### src/rtl/mem_arbiter_pkg.sv
// Shared definitions for the CPU / external-master RAM arbiter.
package mem_arbiter_pkg;

  localparam int unsigned ADDR_WIDTH_DEFAULT = 9;
  localparam int unsigned RD_LATENCY_DEFAULT = 2;
  localparam int unsigned DATA_WIDTH         = 8;

  typedef enum logic [2:0] {
    ARB_RUN     = 3'd0,
    ARB_HALTING = 3'd1,
    ARB_OWNED   = 3'd2,
    ARB_XREAD   = 3'd3,
    ARB_XWRITE  = 3'd4,
    ARB_RESTART = 3'd5
  } arb_state_e;

endpackage

### src/rtl/mem_arbiter_if.sv
// External byte-master session and access port of the RAM arbiter.
interface mem_arbiter_if #(
  parameter int unsigned addr_width = mem_arbiter_pkg::ADDR_WIDTH_DEFAULT
) ();

  logic                  ext_session;
  logic                  ext_granted;
  logic                  ext_req;
  logic                  ext_we;
  logic [addr_width-1:0] ext_addr;
  logic [7:0]            ext_wdata;
  logic [7:0]            ext_rdata;
  logic                  ext_ack;
  logic [addr_width-1:0] run_address;

  modport master (
    output ext_session, ext_req, ext_we, ext_addr, ext_wdata, run_address,
    input  ext_granted, ext_rdata, ext_ack
  );

  modport slave (
    input  ext_session, ext_req, ext_we, ext_addr, ext_wdata, run_address,
    output ext_granted, ext_rdata, ext_ack
  );

endinterface

### src/rtl/mem_arbiter.sv
// Shares the byte-wide SoC RAM between cpuv2 and an external byte master; halts the
// CPU for an external session and restarts it at a supplied address on release.
module mem_arbiter
  import mem_arbiter_pkg::*;
#(
  parameter int unsigned addr_width = ADDR_WIDTH_DEFAULT,
  parameter int unsigned rd_latency = RD_LATENCY_DEFAULT
) (
  input  logic                  clk,
  input  logic                  reset,
  input  logic [addr_width-1:0] cpu_raddr,
  input  logic [addr_width-1:0] cpu_waddr,
  input  logic [7:0]            cpu_wdata,
  input  logic                  cpu_write,
  output logic                  cpu_halt,
  input  logic                  cpu_halted,
  output logic                  cpu_reset,
  output logic [addr_width-1:0] cpu_start,
  output logic [addr_width-1:0] mem_raddr,
  output logic [addr_width-1:0] mem_waddr,
  output logic [7:0]            mem_data_in,
  output logic                  mem_write,
  input  logic [7:0]            mem_data_out,
  mem_arbiter_if.slave          ext
);

  localparam int unsigned       CNT_W    = $clog2(rd_latency + 1);
  localparam logic [CNT_W-1:0]  CNT_LAST = CNT_W'(rd_latency - 1);

  arb_state_e            state, state_nxt;
  logic                  halt_nxt;
  logic                  granted_r, granted_nxt;
  logic                  ack_r, ack_nxt;
  logic [7:0]            rdata_r, rdata_nxt;
  logic [addr_width-1:0] start_nxt;
  logic [addr_width-1:0] x_raddr, raddr_nxt;
  logic [addr_width-1:0] x_waddr, waddr_nxt;
  logic [7:0]            x_wdata, wdata_nxt;
  logic [CNT_W-1:0]      cnt, cnt_nxt;

  assign ext.ext_granted = granted_r;
  assign ext.ext_ack     = ack_r;
  assign ext.ext_rdata   = rdata_r;

  // Reset is also forwarded so the CPU restarts cleanly after a system reset.
  assign cpu_reset = reset | (state == ARB_RESTART);

  // State and registered outputs.
  always_ff @(posedge clk) begin
    if (reset) begin
      state     <= ARB_RUN;
      cpu_halt  <= 1'b0;
      granted_r <= 1'b0;
      ack_r     <= 1'b0;
      rdata_r   <= '0;
      cpu_start <= '0;
      x_raddr   <= '0;
      x_waddr   <= '0;
      x_wdata   <= '0;
      cnt       <= '0;
    end else begin
      state     <= state_nxt;
      cpu_halt  <= halt_nxt;
      granted_r <= granted_nxt;
      ack_r     <= ack_nxt;
      rdata_r   <= rdata_nxt;
      cpu_start <= start_nxt;
      x_raddr   <= raddr_nxt;
      x_waddr   <= waddr_nxt;
      x_wdata   <= wdata_nxt;
      cnt       <= cnt_nxt;
    end
  end

  // Next state and next values of the registered outputs.
  always_comb begin
    state_nxt   = state;
    halt_nxt    = cpu_halt;
    granted_nxt = granted_r;
    ack_nxt     = 1'b0;
    rdata_nxt   = rdata_r;
    start_nxt   = cpu_start;
    raddr_nxt   = x_raddr;
    waddr_nxt   = x_waddr;
    wdata_nxt   = x_wdata;
    cnt_nxt     = cnt;

    case (state)
      ARB_RUN: begin
        if (ext.ext_session) begin
          state_nxt = ARB_HALTING;
          halt_nxt  = 1'b1;
        end
      end

      // A session dropped here still goes through OWNED so the restart is clean.
      ARB_HALTING: begin
        if (cpu_halted) begin
          state_nxt   = ARB_OWNED;
          granted_nxt = 1'b1;
        end
      end

      // A pending access takes priority over a session release.
      ARB_OWNED: begin
        if (ext.ext_req) begin
          if (ext.ext_we) begin
            waddr_nxt = ext.ext_addr;
            wdata_nxt = ext.ext_wdata;
            ack_nxt   = 1'b1;
            state_nxt = ARB_XWRITE;
          end else begin
            raddr_nxt = ext.ext_addr;
            cnt_nxt   = '0;
            state_nxt = ARB_XREAD;
          end
        end else if (!ext.ext_session) begin
          start_nxt   = ext.run_address;
          halt_nxt    = 1'b0;
          granted_nxt = 1'b0;
          state_nxt   = ARB_RESTART;
        end
      end

      ARB_XREAD: begin
        if (cnt == CNT_LAST) begin
          rdata_nxt = mem_data_out;
          ack_nxt   = 1'b1;
          state_nxt = ARB_OWNED;
        end else begin
          cnt_nxt = cnt + CNT_W'(1);
        end
      end

      ARB_XWRITE:  state_nxt = ARB_OWNED;

      ARB_RESTART: state_nxt = ARB_RUN;

      default:     state_nxt = ARB_RUN;
    endcase
  end

  // RAM port mux: CPU passes straight through until it has halted.
  always_comb begin
    mem_raddr   = x_raddr;
    mem_waddr   = x_waddr;
    mem_data_in = x_wdata;
    mem_write   = (state == ARB_XWRITE);
    if (state == ARB_RUN || state == ARB_HALTING) begin
      mem_raddr   = cpu_raddr;
      mem_waddr   = cpu_waddr;
      mem_data_in = cpu_wdata;
      mem_write   = cpu_write;
    end
  end

endmodule

### src/flat_wrapper.sv
// flat-port wrapper written by rule: the top's interface ports become plain ports
module mem_arbiter_flat import mem_arbiter_pkg::*;
#(
  parameter int unsigned addr_width = ADDR_WIDTH_DEFAULT,
  parameter int unsigned rd_latency = RD_LATENCY_DEFAULT
)
  (clk, reset, cpu_raddr, cpu_waddr, cpu_wdata, cpu_write, cpu_halt, cpu_halted, cpu_reset, cpu_start, mem_raddr, mem_waddr, mem_data_in, mem_write, mem_data_out, ext_ext_session, ext_ext_req, ext_ext_we, ext_ext_addr, ext_ext_wdata, ext_run_address, ext_ext_granted, ext_ext_rdata, ext_ext_ack);
  mem_arbiter_if #(.addr_width(addr_width)) ext_i ();
  input  logic clk;
  input  logic reset;
  input  logic [addr_width-1:0] cpu_raddr;
  input  logic [addr_width-1:0] cpu_waddr;
  input  logic [7:0] cpu_wdata;
  input  logic cpu_write;
  output logic cpu_halt;
  input  logic cpu_halted;
  output logic cpu_reset;
  output logic [addr_width-1:0] cpu_start;
  output logic [addr_width-1:0] mem_raddr;
  output logic [addr_width-1:0] mem_waddr;
  output logic [7:0] mem_data_in;
  output logic mem_write;
  input  logic [7:0] mem_data_out;
  input wire logic [$bits(ext_i.ext_session)-1:0] ext_ext_session;
  input wire logic [$bits(ext_i.ext_req)-1:0] ext_ext_req;
  input wire logic [$bits(ext_i.ext_we)-1:0] ext_ext_we;
  input wire logic [$bits(ext_i.ext_addr)-1:0] ext_ext_addr;
  input wire logic [$bits(ext_i.ext_wdata)-1:0] ext_ext_wdata;
  input wire logic [$bits(ext_i.run_address)-1:0] ext_run_address;
  output wire logic [$bits(ext_i.ext_granted)-1:0] ext_ext_granted;
  output wire logic [$bits(ext_i.ext_rdata)-1:0] ext_ext_rdata;
  output wire logic [$bits(ext_i.ext_ack)-1:0] ext_ext_ack;
  assign ext_i.ext_session = ext_ext_session;
  assign ext_i.ext_req = ext_ext_req;
  assign ext_i.ext_we = ext_ext_we;
  assign ext_i.ext_addr = ext_ext_addr;
  assign ext_i.ext_wdata = ext_ext_wdata;
  assign ext_i.run_address = ext_run_address;
  assign ext_ext_granted = ext_i.ext_granted;
  assign ext_ext_rdata = ext_i.ext_rdata;
  assign ext_ext_ack = ext_i.ext_ack;
  mem_arbiter #(.addr_width(addr_width), .rd_latency(rd_latency)) u_core (.clk(clk), .reset(reset), .cpu_raddr(cpu_raddr), .cpu_waddr(cpu_waddr), .cpu_wdata(cpu_wdata), .cpu_write(cpu_write), .cpu_halt(cpu_halt), .cpu_halted(cpu_halted), .cpu_reset(cpu_reset), .cpu_start(cpu_start), .mem_raddr(mem_raddr), .mem_waddr(mem_waddr), .mem_data_in(mem_data_in), .mem_write(mem_write), .mem_data_out(mem_data_out), .ext(ext_i));
endmodule
### config.mk
export PLATFORM = sky130hd
export DESIGN_NAME = mem_arbiter_flat
export DESIGN_NICKNAME = d
export VERILOG_FILES = /design/src/rtl/mem_arbiter_pkg.sv /design/src/rtl/mem_arbiter_if.sv /design/src/rtl/mem_arbiter.sv /design/src/flat_wrapper.sv
export SDC_FILE = /design/constraint.sdc
export NUM_CORES = 1
export LEC_CHECK = 0
export ABC_CLOCK_PERIOD_IN_PS = 3700
export BUFFER_PORTS_ARGS = -buffer_cell sky130_fd_sc_hd__clkbuf_2
export CORE_UTILIZATION = 50
export CTS_CLUSTER_SIZE = 20
export DETAILED_ROUTE_END_ITERATION = 6
export PLACE_DENSITY = 0.88
export SYNTH_ARGS = -nofsm -noshare
export SYNTH_HDL_FRONTEND = slang
export SYNTH_SLANG_ARGS = --single-unit
### constraint.sdc
create_clock -name clk -period 3.7 [get_ports clk]
set_input_delay 0.37 -clock clk [delete_from_list [all_inputs] [get_ports clk]]
set_output_delay 0.37 -clock clk [all_outputs]
set_load 0.005 [all_outputs]
==> impl_metrics.env, run 1 <==
export IMPL_violations="DRC"
export IMPL_tns_ps=0
export IMPL_leakagePower_nw=1.383
export IMPL_clock_sinks=51
export IMPL_drt_iter0_drc=139
export IMPL_antenna_found_initial=0
export IMPL_r2r_slack_ps=1560
export IMPL_report_final_slew_viol_count=0
export IMPL_vdd_drop_max_mv=0.2674
export IMPL_die_w_um=71.39
export IMPL_utilization_pct=68.61
export IMPL_rows=24
export IMPL_worstSetupStartpoint="u_core.state[1]"
export IMPL_r2r_start="u_core.state[1]"
export IMPL_initial_core_util_pct=53.44
export IMPL_hp_class="primary input to flip-flop"
export IMPL_fin_crit_sh_pct=75.46
export IMPL_drv_cap=0
export IMPL_grt_first_pass_wirelength_um=8707
export IMPL_grt_pass1_vias=2031
export IMPL_synth_nets=333
export IMPL_grt_max_degree=56
export IMPL_ctsHtreeMaxLevel=2
export IMPL_critPathKind="flip-flop to output port"
export IMPL_post_synth_cell_area_avg_um2=9.084
export IMPL_worst_clock_skew_ps=2.013
export IMPL_synth_simple_area_share_pct=17.67
export IMPL_fmax_mhz=358.2
export IMPL_dieArea_um2=5096
export IMPL_cts_buffers=5
export IMPL_port_buffers=114
export IMPL_clockRootBuffer="clkbuf_8"
export IMPL_dr_total_vias=2196
export IMPL_cts_buffer_depth=2
export IMPL_ios=115
export IMPL_post_route_drc_count=6
export IMPL_hold_path_startpoint="mem_data_out[5]"
export IMPL_postCtsSetupBuffers=0
export IMPL_clock_latency_ps=300
export IMPL_gp_congestion=0.7291
export IMPL_fp_coreArea_um2=4504
export IMPL_cts_hold_buf=0
export IMPL_num_antenna_cells=0
export IMPL_cp_start_kind="flip-flop"
export IMPL_cp_arrival_ps=2420
export IMPL_die_y_um=71.39
export IMPL_final_common_cell="clkbuf_2"
export IMPL_period_needed_ps=2792
export IMPL_synth_fa_ha_area_share_pct=0.5198
export IMPL_cts_tree="built"
export IMPL_synth_compound_area_share_pct=11.75
export IMPL_status="finished, violations left"
export IMPL_ys_warn_count=0
export IMPL_cts_resized=0
export IMPL_p_per_area_nw_per_um2=417.6
export IMPL_ant_nets=0
export IMPL_wl_per_cell_um=12.69
export IMPL_area_growth_pct=28.38
export IMPL_final_cell_mix="clkbuf_2 (114), nand2_1 (63), dfxtp_1 (51)"
export IMPL_num_nets_final=436
export IMPL_hold_viol_final=0
export IMPL_setup_viol=0
export IMPL_synth_xor_area_share_pct=0
export IMPL_worst_pin_slew_ps=1099
export IMPL_cp_end_kind="output port"
export IMPL_grtUsageTotal_pct=21.63
export IMPL_synth_seq_cells=51
export IMPL_syn_inst=265
export IMPL_rsz0062_at_grt="no"
export IMPL_via_per_inst=5.216
export IMPL_cp_required_ps=3330
export IMPL_muxShareOfSynthArea_pct=23.39
export IMPL_dr_pass1_iters=7
export IMPL_dp_hpwl_um=3906
export IMPL_clkTransAtPathRegs_ps=90
export IMPL_synth_top_family_by_area="multiplexers"
export IMPL_maxSlewHeadroom_pct=26.68
export IMPL_cp_max_fo=21
export IMPL_ys_types=34
export IMPL_netlist_area_um2=2407
export IMPL_wl_um=5342
export IMPL_ys_seq_area_share_pct=42.41
export IMPL_grt_ovfl_total=0
export IMPL_drive_above_1_share_pct=42.28
cells in the mapped netlist (all sizes together):
cell	count	area [µm²]
a211oi	2	15.01
a21oi	13	65.06
a31o	1	8.760
a32o	1	10.01
a41o	1	10.01
and4b	1	10.01
buf	6	35.03
clkbuf	14	52.55
dfxtp	51	1021
ha	1	12.51
inv	4	15.01
mux2	26	292.8
mux2i	27	270.3
nand2	63	236.5
nand2b	9	56.30
nand3	3	15.01
nand4b	1	8.760
nor2	6	38.79
nor2b	2	12.51
nor3	3	15.01
o211a	1	10.01
o211ai	9	67.56
o21ai	12	60.06
o21ba	1	10.01
o31ai	1	7.510
o32a	1	10.01
o41ai	1	8.760
or2	2	12.52
or3b	1	8.760
or4bb	1	11.26
registers in the layout, summed over array words and instances, names as in the netlist:
name	flops
u_core.x_wdata	8
u_core.cpu_halt	1
u_core.x_waddr	9
u_core.ext.ext_ack	1
u_core.x_raddr	9
u_core.cnt	2
u_core.ext.ext_granted	1
u_core.cpu_start	9
u_core.ext.ext_rdata	8
u_core.state	3
per-stage QoR:
stage               cell area, µm²  instances  setup WS [ps]  hold slack (ps)  power, mW
floorplan                     2407        265           1975            432.2     0.7969
global placement              2973        413           1340            439.6     0.9043
detailed placement            2973        413           1253            446.5     0.9118
CTS                           3090        421          910.6            276.0      1.306
global route                  3090        421          760.0            277.0      1.356
finish                        3090        421          908.2            287.4      1.291
cells by family after synthesis:
family / after synthesis
muxes: 53
and+or+nand+nor: 92
adders and majority gates: 1
DFF: 51
AOI/OAI and AO/OA: 44
buffers and inverters: 24
area by class of cell:
| cell class | instances | area [µm²] |
|---|---|---|
| Fill cell | 383 | 1414 |
| Clock buffer | 6 | 82.58 |
| Tap cell | 52 | 65.06 |
| Clock inverter | 2 | 35.03 |
| Timing Repair Buffer | 116 | 585.6 |
| Inverter | 4 | 15.01 |
| Sequential cell | 51 | 1021 |
| Multi-Input combinational cell | 190 | 1286 |
layer usage:
layer	vias to the layer above	track usage, %	part of all wire (%)
met5	-	0	0
met4	0	6.667	0.97
met3	7	6.188	7.0
met2	71	39.05	50
met1	997	24.64	42
li1	1121	-	-
report_power, final:
part / internal, mW / total (mW) / leakage, nW / switching [mW]
Combinational: 0.162 / 0.301 / 0.910 / 0.138
Sequential: 0.571 / 0.597 / 0.412 / 0.0265
Clock: 0.219 / 0.393 / 0.0612 / 0.174
worst max-delay path, stage by stage (launching register included):
cell and delay [ps]:
dfxtp_1 450, nor2_2 900, buf_4 310, mux2_2 350
clkbuf_2 110
worst paths after layout:
kind	endpoint	cells past startpoint
setup reg to reg	u_core.cnt[1]	3
hold / removal	u_core.ext.ext_rdata[5]	3
hold reg to reg	u_core.ext.ext_rdata[1]	2
setup / recovery	mem_waddr[3]	4
Power figures use the tool's default switching activity.
==> run 2, diff against run 1 <==
--- a/config.mk
+++ b/config.mk
@@ -5,12 +5,12 @@
 export SDC_FILE = /design/constraint.sdc
 export NUM_CORES = 1
 export LEC_CHECK = 0
-export ABC_CLOCK_PERIOD_IN_PS = 3700
+export ABC_CLOCK_PERIOD_IN_PS = 2900
 export BUFFER_PORTS_ARGS = -buffer_cell sky130_fd_sc_hd__clkbuf_2
-export CORE_UTILIZATION = 50
+export CORE_UTILIZATION = 46
 export CTS_CLUSTER_SIZE = 20
 export DETAILED_ROUTE_END_ITERATION = 6
-export PLACE_DENSITY = 0.88
+export PLACE_DENSITY = 0.83
 export SYNTH_ARGS = -nofsm -noshare
 export SYNTH_HDL_FRONTEND = slang
 export SYNTH_SLANG_ARGS = --single-unit
==> constraint.sdc (replaced) <==
create_clock -name clk -period 2.9 [get_ports clk]
set_input_delay 0.29 -clock clk [delete_from_list [all_inputs] [get_ports clk]]
set_output_delay 0.29 -clock clk [all_outputs]
set_load 0.005 [all_outputs]
==> impl_metrics.env, run 2 (synthesis results as in run 1) <==
export IMPL_cp_end_kind="flip-flop"
export IMPL_leakagePower_nw=1.375
export IMPL_via_per_inst=4.986
export IMPL_cp_required_ps=3100
export IMPL_gp_congestion=0.7652
export IMPL_fmax_mhz=462.7
export IMPL_die_y_um=74.34
export IMPL_antenna_found_initial=0
export IMPL_ios=115
export IMPL_rows=25
export IMPL_cp_start_kind="flip-flop"
export IMPL_tns_ps=0
export IMPL_worst_clock_skew_ps=4.274
export IMPL_top_regs="u_core.cpu_start x9, u_core.x_raddr x9, u_core.x_waddr x9"
export IMPL_fp_coreArea_um2=4880
export IMPL_dp_hpwl_um=3955
export IMPL_area_growth_pct=28.64
export IMPL_cts_buffer_depth=2
export IMPL_clock_sinks=51
export IMPL_cp_arrival_ps=2360
export IMPL_place_ws_ps=757.8
export IMPL_postCtsSetupBuffers=0
export IMPL_cts_resized=0
export IMPL_dieArea_um2=5526
export IMPL_rsz0062_at_grt="no"
export IMPL_maxSlewHeadroom_pct=45.80
export IMPL_path_cells="or3b_1, or2_0, a41o_1"
export IMPL_grt_max_degree=56
export IMPL_crit_slowest_cell="or3b_1"
export IMPL_setup_viol=0
export IMPL_path_buf_inv=0
export IMPL_post_route_drc_count=0
export IMPL_fin_ws_ps=738.6
export IMPL_wl_per_cell_um=12.28
export IMPL_grtUsageTotal_pct=20.48
export IMPL_total_power_mw=1.580
export IMPL_hp_class="primary input to flip-flop"
export IMPL_wl_um=5356
export IMPL_ant_nets=0
export IMPL_grt_ovfl_total=0
export IMPL_dr_pass1_iters=4
export IMPL_cp_max_fo=15
export IMPL_drt_iter0_drc=98
export IMPL_report_final_slew_viol_count=0
export IMPL_cts_hold_buf=0
export IMPL_clkTransAtPathRegs_ps=80
export IMPL_initial_core_util_pct=49.33
export IMPL_cts_tree="built"
export IMPL_fin_crit_sh_pct=74.53
export IMPL_drv_cap=0
export IMPL_p_per_area_nw_per_um2=510.1
export IMPL_ctsHtreeMaxLevel=2
export IMPL_period_needed_ps=2161
export IMPL_drive_above_1_share_pct=42.28
export IMPL_die_w_um=74.34
export IMPL_cts_buffers=5
export IMPL_grt_pass1_vias=2028
export IMPL_final_common_cell="clkbuf_2"
export IMPL_worst_pin_slew_ps=811.8
export IMPL_clockRootBuffer="clkbuf_8"
export IMPL_vdd_drop_max_mv=0.2687
export IMPL_status="complete, no violations"
export IMPL_final_cell_mix="clkbuf_2 (114), nand2_1 (63), dfxtp_1 (51)"
export IMPL_hold_viol_final=0
export IMPL_cpLargestDelayFamily="simple AND/OR/NAND/NOR gates"
export IMPL_critPathKind="flip-flop to flip-flop"
export IMPL_dr_total_vias=2174
export IMPL_clock_latency_ps=300
export IMPL_num_nets_final=436
export IMPL_grt_first_pass_wirelength_um=8645
export IMPL_port_buffers=114
export IMPL_slowest_delay_ps=660
export IMPL_num_antenna_cells=0
[run 2: changes by cell type in the layout (fill, tap and decap cells not counted), sizes merged]
cell | previous run | this run
bufinv | 1 | 0
clkbuf | 120 | 122
clkinv | 1 | 0
[run 2: through the flow]
step,util (%),hold WS (ps),std cells,cell area (µm²)
CTS,63.46,199.4,436,3097
detailed placement,61.41,445.8,428,2997
global route,63.46,200.6,436,3097
global placement,61.41,439.6,428,2997
finish,63.46,203.9,436,3097
floorplan,-,426.0,265,2407
[run 2: area by class of cell]
cell class                      instances  area, µm²
Clock buffer                            8      100.1
Fill cell                             468       1783
Inverter                                4      15.01
Multi-Input combinational cell        190       1291
Sequential cell                        51       1021
Tap cell                               67      83.83
Timing Repair Buffer                  116      585.6
[run 2: final timing paths]
check	depth (start not counted)	slack [ps]	endpoint	startpoint
setup / recovery	3	740	u_core.cnt[1]	u_core.state[1]
hold / removal	3	200	u_core.ext.ext_rdata[4]	mem_data_out[4]
setup reg to reg	3	740	u_core.cnt[1]	u_core.state[1]
hold reg to reg	2	460	u_core.ext.ext_rdata[0]	u_core.ext.ext_rdata[0]
[run 2: tightest hold or removal path, delay by kind of cell]
family,cells,cell delay (ps)
buffers and inverters,1,80
AO/OA/AOI/OAI,1,50
AND/OR/NAND/NOR,1,40
[run 2: power by group]
| group | switching, mW | internal, mW | leakage [nW] |
|---|---|---|---|
| Clock | 0.215 | 0.218 | 0.0515 |
| Sequential | 0.0343 | 0.728 | 0.412 |
| Combinational | 0.178 | 0.206 | 0.911 |
| Total | 0.427 | 1.15 | 1.37 |
[run 2: per-layer routing]
layer  track usage [%]  vias up  share of wire [%]
met5                 0        -                  0
met4             7.966        0                1.3
met3             4.336        5                5.8
met2             37.58       82                 49
met1             23.14      967                 44
li1                  -     1120                  -
